==> config.mk <==
export PLATFORM = sky130hd
export DESIGN_NAME = sorted_ascii_formatter
export DESIGN_NICKNAME = d
export VERILOG_FILES = /design/src/rtl/sorted_ascii_formatter.sv
export SDC_FILE = /design/constraint.sdc
export NUM_CORES = 1
export LEC_CHECK = 0
export CAP_MARGIN = 10
export CORE_MARGIN = 3
export CORE_UTILIZATION = 45
export DETAILED_ROUTE_END_ITERATION = 10
export PLACE_DENSITY = 0.75
export SYNTH_ARGS = -nofsm -noshare
export SYNTH_HDL_FRONTEND = slang
export SYNTH_SLANG_ARGS = --single-unit
==> constraint.sdc <==
create_clock -name clk_i -period 5.04 [get_ports clk_i]
set_input_delay 1.512 -clock clk_i [delete_from_list [all_inputs] [get_ports clk_i]]
set_output_delay 1.512 -clock clk_i [all_outputs]
set_load 0.02 [all_outputs]
==> src/rtl/sorted_ascii_formatter.sv <==
// Converts each sorted 8-bit value to unsigned decimal ASCII, one byte per
// handshake, followed by SEP, or by CR LF after every DEPTH values.
module sorted_ascii_formatter #(
   parameter int         DEPTH   = 10,
   parameter int         COUNT_W = 4,
   parameter logic [7:0] SEP     = 8'h20
) (
   input  logic       clk_i,
   input  logic       reset_i,
   input  logic [7:0] data_i,
   input  logic       valid_i,
   output logic       ready_o,
   output logic [7:0] data_o,
   output logic       valid_o,
   input  logic       ready_i
);

   typedef enum logic [2:0] {
      ST_IDLE,
      ST_HUND,
      ST_TENS,
      ST_ONES,
      ST_SEP,
      ST_CR,
      ST_LF
   } state_t;

   state_t             state_q, state_d;
   logic [3:0]         tens_q, tens_d;
   logic [3:0]         ones_q, ones_d;
   logic [COUNT_W-1:0] line_cnt_q, line_cnt_d;
   logic [7:0]         data_q, data_d;
   logic               valid_q, valid_d;

   logic [1:0] hund_c;
   logic [7:0] rem_c;
   logic [3:0] tens_c;
   logic [3:0] ones_c;
   logic       out_hs;

   // Digit split of the incoming value, only consumed in IDLE on accept.
   always_comb begin
      if (data_i >= 8'd200) begin
         hund_c = 2'd2;
         rem_c  = data_i - 8'd200;
      end else if (data_i >= 8'd100) begin
         hund_c = 2'd1;
         rem_c  = data_i - 8'd100;
      end else begin
         hund_c = 2'd0;
         rem_c  = data_i;
      end
      tens_c = '0;
      for (int unsigned i = 1; i < 10; i++) begin
         if (rem_c >= 8'(10 * i)) tens_c = 4'(i);
      end
      ones_c = 4'(rem_c - 8'(10 * tens_c));
   end

   assign out_hs = valid_q && ready_i;

   always_comb begin
      state_d    = state_q;
      tens_d     = tens_q;
      ones_d     = ones_q;
      line_cnt_d = line_cnt_q;
      data_d     = data_q;
      valid_d    = valid_q;
      unique case (state_q)
         ST_IDLE: begin
            if (valid_i) begin
               tens_d  = tens_c;
               ones_d  = ones_c;
               valid_d = 1'b1;
               // Leading-zero suppression: start at the first printed digit.
               if (hund_c != 2'd0) begin
                  state_d = ST_HUND;
                  data_d  = 8'h30 + {6'd0, hund_c};
               end else if (tens_c != 4'd0) begin
                  state_d = ST_TENS;
                  data_d  = 8'h30 + {4'd0, tens_c};
               end else begin
                  state_d = ST_ONES;
                  data_d  = 8'h30 + {4'd0, ones_c};
               end
            end
         end
         ST_HUND: begin
            if (out_hs) begin
               state_d = ST_TENS;
               data_d  = 8'h30 + {4'd0, tens_q};
            end
         end
         ST_TENS: begin
            if (out_hs) begin
               state_d = ST_ONES;
               data_d  = 8'h30 + {4'd0, ones_q};
            end
         end
         ST_ONES: begin
            if (out_hs) begin
               if (line_cnt_q == COUNT_W'(DEPTH - 1)) begin
                  state_d = ST_CR;
                  data_d  = 8'h0D;
               end else begin
                  state_d = ST_SEP;
                  data_d  = SEP;
               end
            end
         end
         ST_SEP: begin
            if (out_hs) begin
               state_d    = ST_IDLE;
               valid_d    = 1'b0;
               line_cnt_d = line_cnt_q + 1'b1;
            end
         end
         ST_CR: begin
            if (out_hs) begin
               state_d = ST_LF;
               data_d  = 8'h0A;
            end
         end
         ST_LF: begin
            if (out_hs) begin
               state_d    = ST_IDLE;
               valid_d    = 1'b0;
               line_cnt_d = '0;
            end
         end
         default: begin
            state_d = ST_IDLE;
            valid_d = 1'b0;
         end
      endcase
   end

   always_ff @(posedge clk_i) begin
      if (reset_i) begin
         state_q    <= ST_IDLE;
         tens_q     <= '0;
         ones_q     <= '0;
         line_cnt_q <= '0;
         data_q     <= '0;
         valid_q    <= 1'b0;
      end else begin
         state_q    <= state_d;
         tens_q     <= tens_d;
         ones_q     <= ones_d;
         line_cnt_q <= line_cnt_d;
         data_q     <= data_d;
         valid_q    <= valid_d;
      end
   end

   assign ready_o = (state_q == ST_IDLE);
   assign data_o  = data_q;
   assign valid_o = valid_q;

endmodule

* Word-level counts from Yosys, hierarchy flattened
Cells that the tools add are included.
** Word-level totals
- Memories kept :: 0
- RAM bits :: 0
- Word-level logic and storage cells :: 94
- Register bits after elaboration :: 24
- ROM bits :: 0
- Latch bits :: 0
- Input bits :: 12
** Cells by class
- Reduce and logical (&&, ||, !) cells :: 13
- Add/sub/neg operators :: 9
- Order comparisons :: 11
- Bitwise logic cells :: 1
- Muxes and demuxes :: 38
- Divide/modulo/power cells :: 0
- Eq/ne operators :: 15
- Multiply operators :: 1
- Shift-type cells :: 0
** Operators by type and width (number)
- 2-to-1 mux 8 bit :: 7
- 2-to-1 mux 4 bit :: 10
- one-hot mux 8 bit (5 select lines) :: 1
- greater-or-equal comparator 8 x 7 -> 1 bit (second input constant) :: 4
- adder 6 x 4 -> 7 bit (first input constant) :: 4
- greater-or-equal comparator 8 x 6 -> 1 bit (second input constant) :: 3
- 2-to-1 mux 3 bit :: 6
- one-hot mux 3 bit (6 select lines) :: 1
- greater-or-equal comparator 8 x 5 -> 1 bit (second input constant) :: 2
- 2-to-1 mux 7 bit :: 2
- inequality test 2 bit (second input constant) :: 7
- AND reduction 6 bit :: 2
- equality test 3 bit (second input constant) :: 3
- greater-or-equal comparator 8 x 4 -> 1 bit (second input constant) :: 1
- greater-or-equal comparator 8 bit (second input constant) :: 1
- one-hot mux 4 bit (2 select lines) :: 1
- subtractor 8 x 7 -> 8 bit (second input constant) :: 1
- subtractor 8 bit (second input constant) :: 1
- adder 6 x 2 -> 7 bit (first input constant) :: 1
- equality test 3 x 2 -> 1 bit (second input constant) :: 2
- 2-to-1 mux 1 bit :: 6
- 2-to-1 mux 6 bit :: 1
- AND reduction 3 bit :: 2
- nonzero test 5 bit :: 1
- 16 further kinds :: 18

* Depth between registers and ports, before layout
Gate-level depths: netlist of run 1.
- Depth after elaboration :: 20
- Depth in mapped cells :: 18
- Depth with buffers taken out :: 18

* Worst setup path before layout of run 1
Ideal clock, no wire load.
- Kind :: input-to-reg
- Start :: input data_i[2]
- End :: register ones_q[3]
- Data arrival time :: 4.742 ns
- Setup time :: 0.086 ns
- Stages on the path :: 17
- Data required time :: 4.954 ns
- Setup slack :: 0.212 ns
- Buffers on the path :: 1
- Cell sequence :: inv_1 > ha_1 > or3b_4 > a21o_2 > a31oi_4 > xnor2_1 > buf_6 > mux2i_1 > a221oi_2 > o21ai_1 > a211oi_2 > ha_1 > inv_1 > fa_1 > xor2_1 > xor2_1 > a211oi_1
** Between the ends
- Cells in the longest elaborated chain, start to end :: 15
- Elaborated cells on any way between the ends :: 26
- Those cells by class :: add/sub (3); mul (1); order compare (11); mux (11)
** RTL lines
- start: declaration :: line 10 : input logic [7:0] data_i,
- subtractor 8 x 7 -> 8 bit / greater-or-equal comparator 8 x 7 -> 1 bit (equally long branches) :: line 48, 46
- 2-to-1 mux 8 bit :: line 46 : end else if (data_i >= 8'd100) begin
- 2-to-1 mux 8 bit (*) :: line 43 : if (data_i >= 8'd200) begin
- greater-or-equal comparator 8 x 4 -> 1 bit :: line 55 : if (rem_c >= 8'(10 * i)) tens_c = 4'(i);
- 2-to-1 mux 1 bit :: line 55
- 2-to-1 mux 4 bit (7 in series) :: line 55
- 2-to-1 mux 4 bit (*) :: line 55
- via tens_c[0] :: line 37 : logic [3:0] tens_c;
- multiplier 3 x 4 -> 3 bit (*) :: line 57 : ones_c = 4'(rem_c - 8'(10 * tens_c));
- subtractor 4 bit (*) :: line 57
- end signal: assignment :: line 149 : ones_q <= ones_d;
- end: declaration :: line 30 : logic [3:0] ones_q, ones_d;
The timed path passes the listed nets; every way through them passes the cells marked *.
A chain may end at the register's enable or synchronous reset.

* Worst setup path in the final report of run 1
- Start :: input data_i[4]
- End :: register ones_q[3]
** Between the ends
- Cells in the longest elaborated chain, start to end :: 15
- Elaborated cells on any way between the ends :: 26
- Those cells by class :: add/sub (3); mul (1); order compare (11); mux (11)
** RTL lines (line)
- subtractor 8 x 7 -> 8 bit / greater-or-equal comparator 8 x 7 -> 1 bit (equally long branches) :: 48, 46
- 2-to-1 mux 8 bit :: 46
- 2-to-1 mux 8 bit (*) :: 43
- greater-or-equal comparator 8 x 4 -> 1 bit :: 55
- 2-to-1 mux 1 bit :: 55
- 2-to-1 mux 4 bit (8 in series) :: 55
- multiplier 3 x 4 -> 3 bit :: 57
- subtractor 4 bit (*) :: 57
Every way passes the cells marked *; elsewhere a longest branch is shown, timed or not.

==> flow_summary_export.csv, run 1 <==
group,metric,value,unit
outcome,outcome,"finished clean",
global_route,busiest_layer,"met2",
setup_path,path_cells,"clkdlybuf4s50_1, nor3_2, a21o_2, buf_4, nand2_1, a31o_2, maj3_1, o22ai_1, a21oi_1, or2_2, fa_2, xor2_2, xor2_1, a211oi_1",
setup_path,worstPathArrival,5.08,ns
timing,fmax,203,MHz
setup_path,crit_type,"input pin to flop",
floorplan,start_util,47.1,%
global_route,grt_util_met1,30.2,%
cts,cts_tree,"yes",
cts,numClockSinks,22,
cts,cts-root-buf,"clkbuf_8",
floorplan,dieArea,5070,um^2
power,peakVddDrop,145,uV
routing,drc,0,
routing,firstDrtPassIters,5,
cts,insertion_delay,0.26,ns
finish,layout.nets,349,
floorplan,fp.dieW,71.2,um
cts,cts.clk_slew.worst_paths,0.07,ns
yosys,synth_top_area_share,23.0,%
setup_path,required,5.20,ns
placed_design,dp_hpwl,3.93,mm
setup_path,cp-start-kind,"input pin",
floorplan,die_h,71.2,um
yosys,ys_types,59,
timing,hold_viol,0,
cts,htree_levels,1,
yosys,synth-async-reset-ratio,0,%
setup_path,cpLargestDelayFamily,"compound AO/OA/AOI/OAI gates",
yosys,synth_edf_count,0,
power,p_leak,1.07,nW
timing,slew_violations,0,
yosys,synth.area.top_cells,"dfxtp_1, a21oi_1, nor2_1",
setup_path,critPathMaxStageDelay,0.50,ns
global_route,grt_overflow,0,
yosys,syn_area,1910,um^2
yosys,syn_avg_cell_area,7.17,um^2
finish,mostFrequentLayoutCells,"buf_4, nor2_1, nand2_1, a21oi_1, dfxtp_1",
timing,worst_pin_slew,0.884,ns
finish,final_layout_size_suffix_gt1_share,25.5,%
timing,min_period_over_period,97.5,%
cts,cts_buffer_depth,2,
routing,postRouteAntennaNets,0,
timing,holdWs,0.459,ns
cts,cts_hold_buf,0,
routing,routed_wl,5.46,mm
global_route,grt_usage,20.9,%
floorplan,placementRows,23,
routing,drt_iter0_markers,235,
routing,wire_per_inst,14.5,um
floorplan,io-pin-count,22,
setup_path,worstPathMaxFanout,6,
yosys,ys.flop_type,"dfxtp_1",
timing,finClkSkew,0.00286,ns
global_route,grt_max_degree,25,
finish,layout_commonest_cell,"buf_4",
yosys,ys_seq_area_share,23.0,%
finish,nFillCells,360,
global_route,antenna_found_initial,0,
min_path,worstHoldPathType,"flop to flop",
placed_design,placedCellCount,371,
setup_path,crit_path_end_kind,"flop",
yosys,synth_seq_cells,22,
finish,fin_util,64.4,%
routing,viasPerCell,5.69,
finish,syn_to_final_growth,36.6,%
timing,period_minus_slack,4.92,ns
global_route,grt_pass1_wl,8.83,mm
finish,layout.cells.non_filler,376,
timing,max_slew_margin,40.9,%
routing,num_vias,2139,
yosys,synth_cells,267,
global_route,grt_pass1_vias,1954,
floorplan,core_area,4060,um^2
placed_design,portBuffers,19,
timing,finalSetupViolations,0,
global_route,grt_util_met2,33.7,%
global_route,met3_usage,2.70,%
placed_design,place_congestion,0.884,
yosys,synth_area_leader_cell,"dfxtp_1",
power,p_per_area,335,nW/um^2
setup_path,critPathBufInv,2,
setup_path,cp_slowest_cell,"clkdlybuf4s50_1",
cts,cts_buffers,3,
run,cap_violations,0,
finish,n_antenna_cell,0,
yosys,yosysWarnings,0,
==> state kept, by name, indices dropped and copies added (netlist names) <==
| register | cells |
|---|---|
| data_o | 6 |
| line_cnt_q | 4 |
| ones_q | 4 |
| state_q | 3 |
| tens_q | 4 |
| valid_o | 1 |
==> timing repair <==
action | 4_1_cts | 5_1_grt
pin swaps | 0 | 7
setup endpoints to repair | 2 | 5
buffers inserted | 0 | 2
gates resized for setup | 2 | 19
==> routing by layer <==
metal / routed length [um] / share of wire (%) / vias to the layer above
met5: 0 / 0 / -
met4: 26 / 0.48 / 0
met3: 311 / 5.7 / 4
met2: 2710 / 50 / 66
met1: 2420 / 44 / 992
li1: - / - / 1077
==> metrics by stage <==
step	instance area (um^2)	TNS, ns	power, mW	worst slack, ns
2_1_floorplan	1920	0	0.557	0.212
3_3_place_gp	2460	-0.515	0.731	-0.196
3_5_place_dp	2460	-1.19	0.738	-0.346
4_1_cts	2510	0	0.850	0.0559
5_1_grt	2610	-0.111	0.940	-0.0980
6_report	2610	0	0.875	0.124
==> logic make-up (layout without fill, tap and decap cells) <==
logic type,Yosys count,in the layout,synth area share (%)
adder cells (fa/ha/maj),10,10,6.80
XOR/XNOR,9,9,4.51
AO/OA/AOI/OAI,83,83,28.9
AND/OR/NAND/NOR,110,110,27.7
multiplexers,4,4,2.09
other,1,2,0.196
flip-flops,22,22,23.0
buffers and inverters,28,86,6.74
==> where the power goes <==
group          leakage [nW]  internal, mW  total [mW]  switching, mW
Clock                0.0216        0.0534       0.107         0.0541
Sequential            0.181         0.214       0.261         0.0470
Combinational         0.869         0.239       0.507          0.268
==> synth_stat cells (2+ instances only) <==
cell and number:
nor2b_1 2, nor2_1 33, and2_1 3, xor2_1 4, a311oi_1 3, nand3_1 7
a21o_1 2, a31oi_1 5, o21ai_1 5, nor3_1 19, inv_1 13, ha_1 8
and3_1 2, nand4_1 2, a211oi_1 5, nor3b_1 2, xnor2_1 4, nor3_2 2
a22oi_1 4, o21ai_0 13, nor4_1 2, clkbuf_1 7, buf_2 2, dfxtp_1 22
nand2_1 26, o22ai_1 3, mux2i_1 4, a211oi_2 2, o211ai_1 2, nand2b_1 3
a21oi_1 26, buf_4 3
==> worst register-to-register path: stages, from the launching register on <==
cell	delay, ns
dfxtp_1	0.74
nor2_1	0.24
nor3_1	0.45
nor3b_1	0.36
nand2_1	0.10
o21ai_1	0.11
==> final timing paths <==
kind                            slack, ns                     end  depth (start not counted)                    start
worst max register to register       2.98  data_o[3]$_SDFFE_PP0P_                          5  state_q[1]$_SDFFE_PP0P_
worst max-delay path                 0.12  ones_q[3]$_SDFFE_PP0P_                         14                data_i[4]
worst min register to register       0.46  tens_q[0]$_SDFFE_PP0P_                          2   tens_q[0]$_SDFFE_PP0P_
worst min-delay path                 0.46  tens_q[0]$_SDFFE_PP0P_                          2   tens_q[0]$_SDFFE_PP0P_
==> area by class of cell <==
class	count	area [um^2]	share of cell area (%)
multi-input combinational	218	1440	55.0
timing repair buffer	69	578	22.1
sequential	22	440	16.9
tap	50	62.6	2.39
inverter	14	55.1	2.11
clock buffer	3	41.3	1.58
Note: power is estimated with default switching activity, not from simulation.
==> run 2, diff against run 1 <==
--- a/config.mk
+++ b/config.mk
@@ -6,5 +6,5 @@
 export NUM_CORES = 1
 export LEC_CHECK = 0
-export CAP_MARGIN = 10
+export CAP_MARGIN = 20
 export CORE_MARGIN = 3
 export CORE_UTILIZATION = 45
==> constraint.sdc (replaced) <==
create_clock -name clk_i -period 5.04 [get_ports clk_i]
set_input_delay 1.512 -clock clk_i [delete_from_list [all_inputs] [get_ports clk_i]]
set_output_delay 1.512 -clock clk_i [all_outputs]
set_load 0.05 [all_outputs]
==> results of run 2 <==
Same layout as run 1 (identical final DEF). Status: finished clean.
Main changes from that run: total power 0.875 mW -> 0.931 mW; worst IR drop on VDD 145 uV -> 148 uV
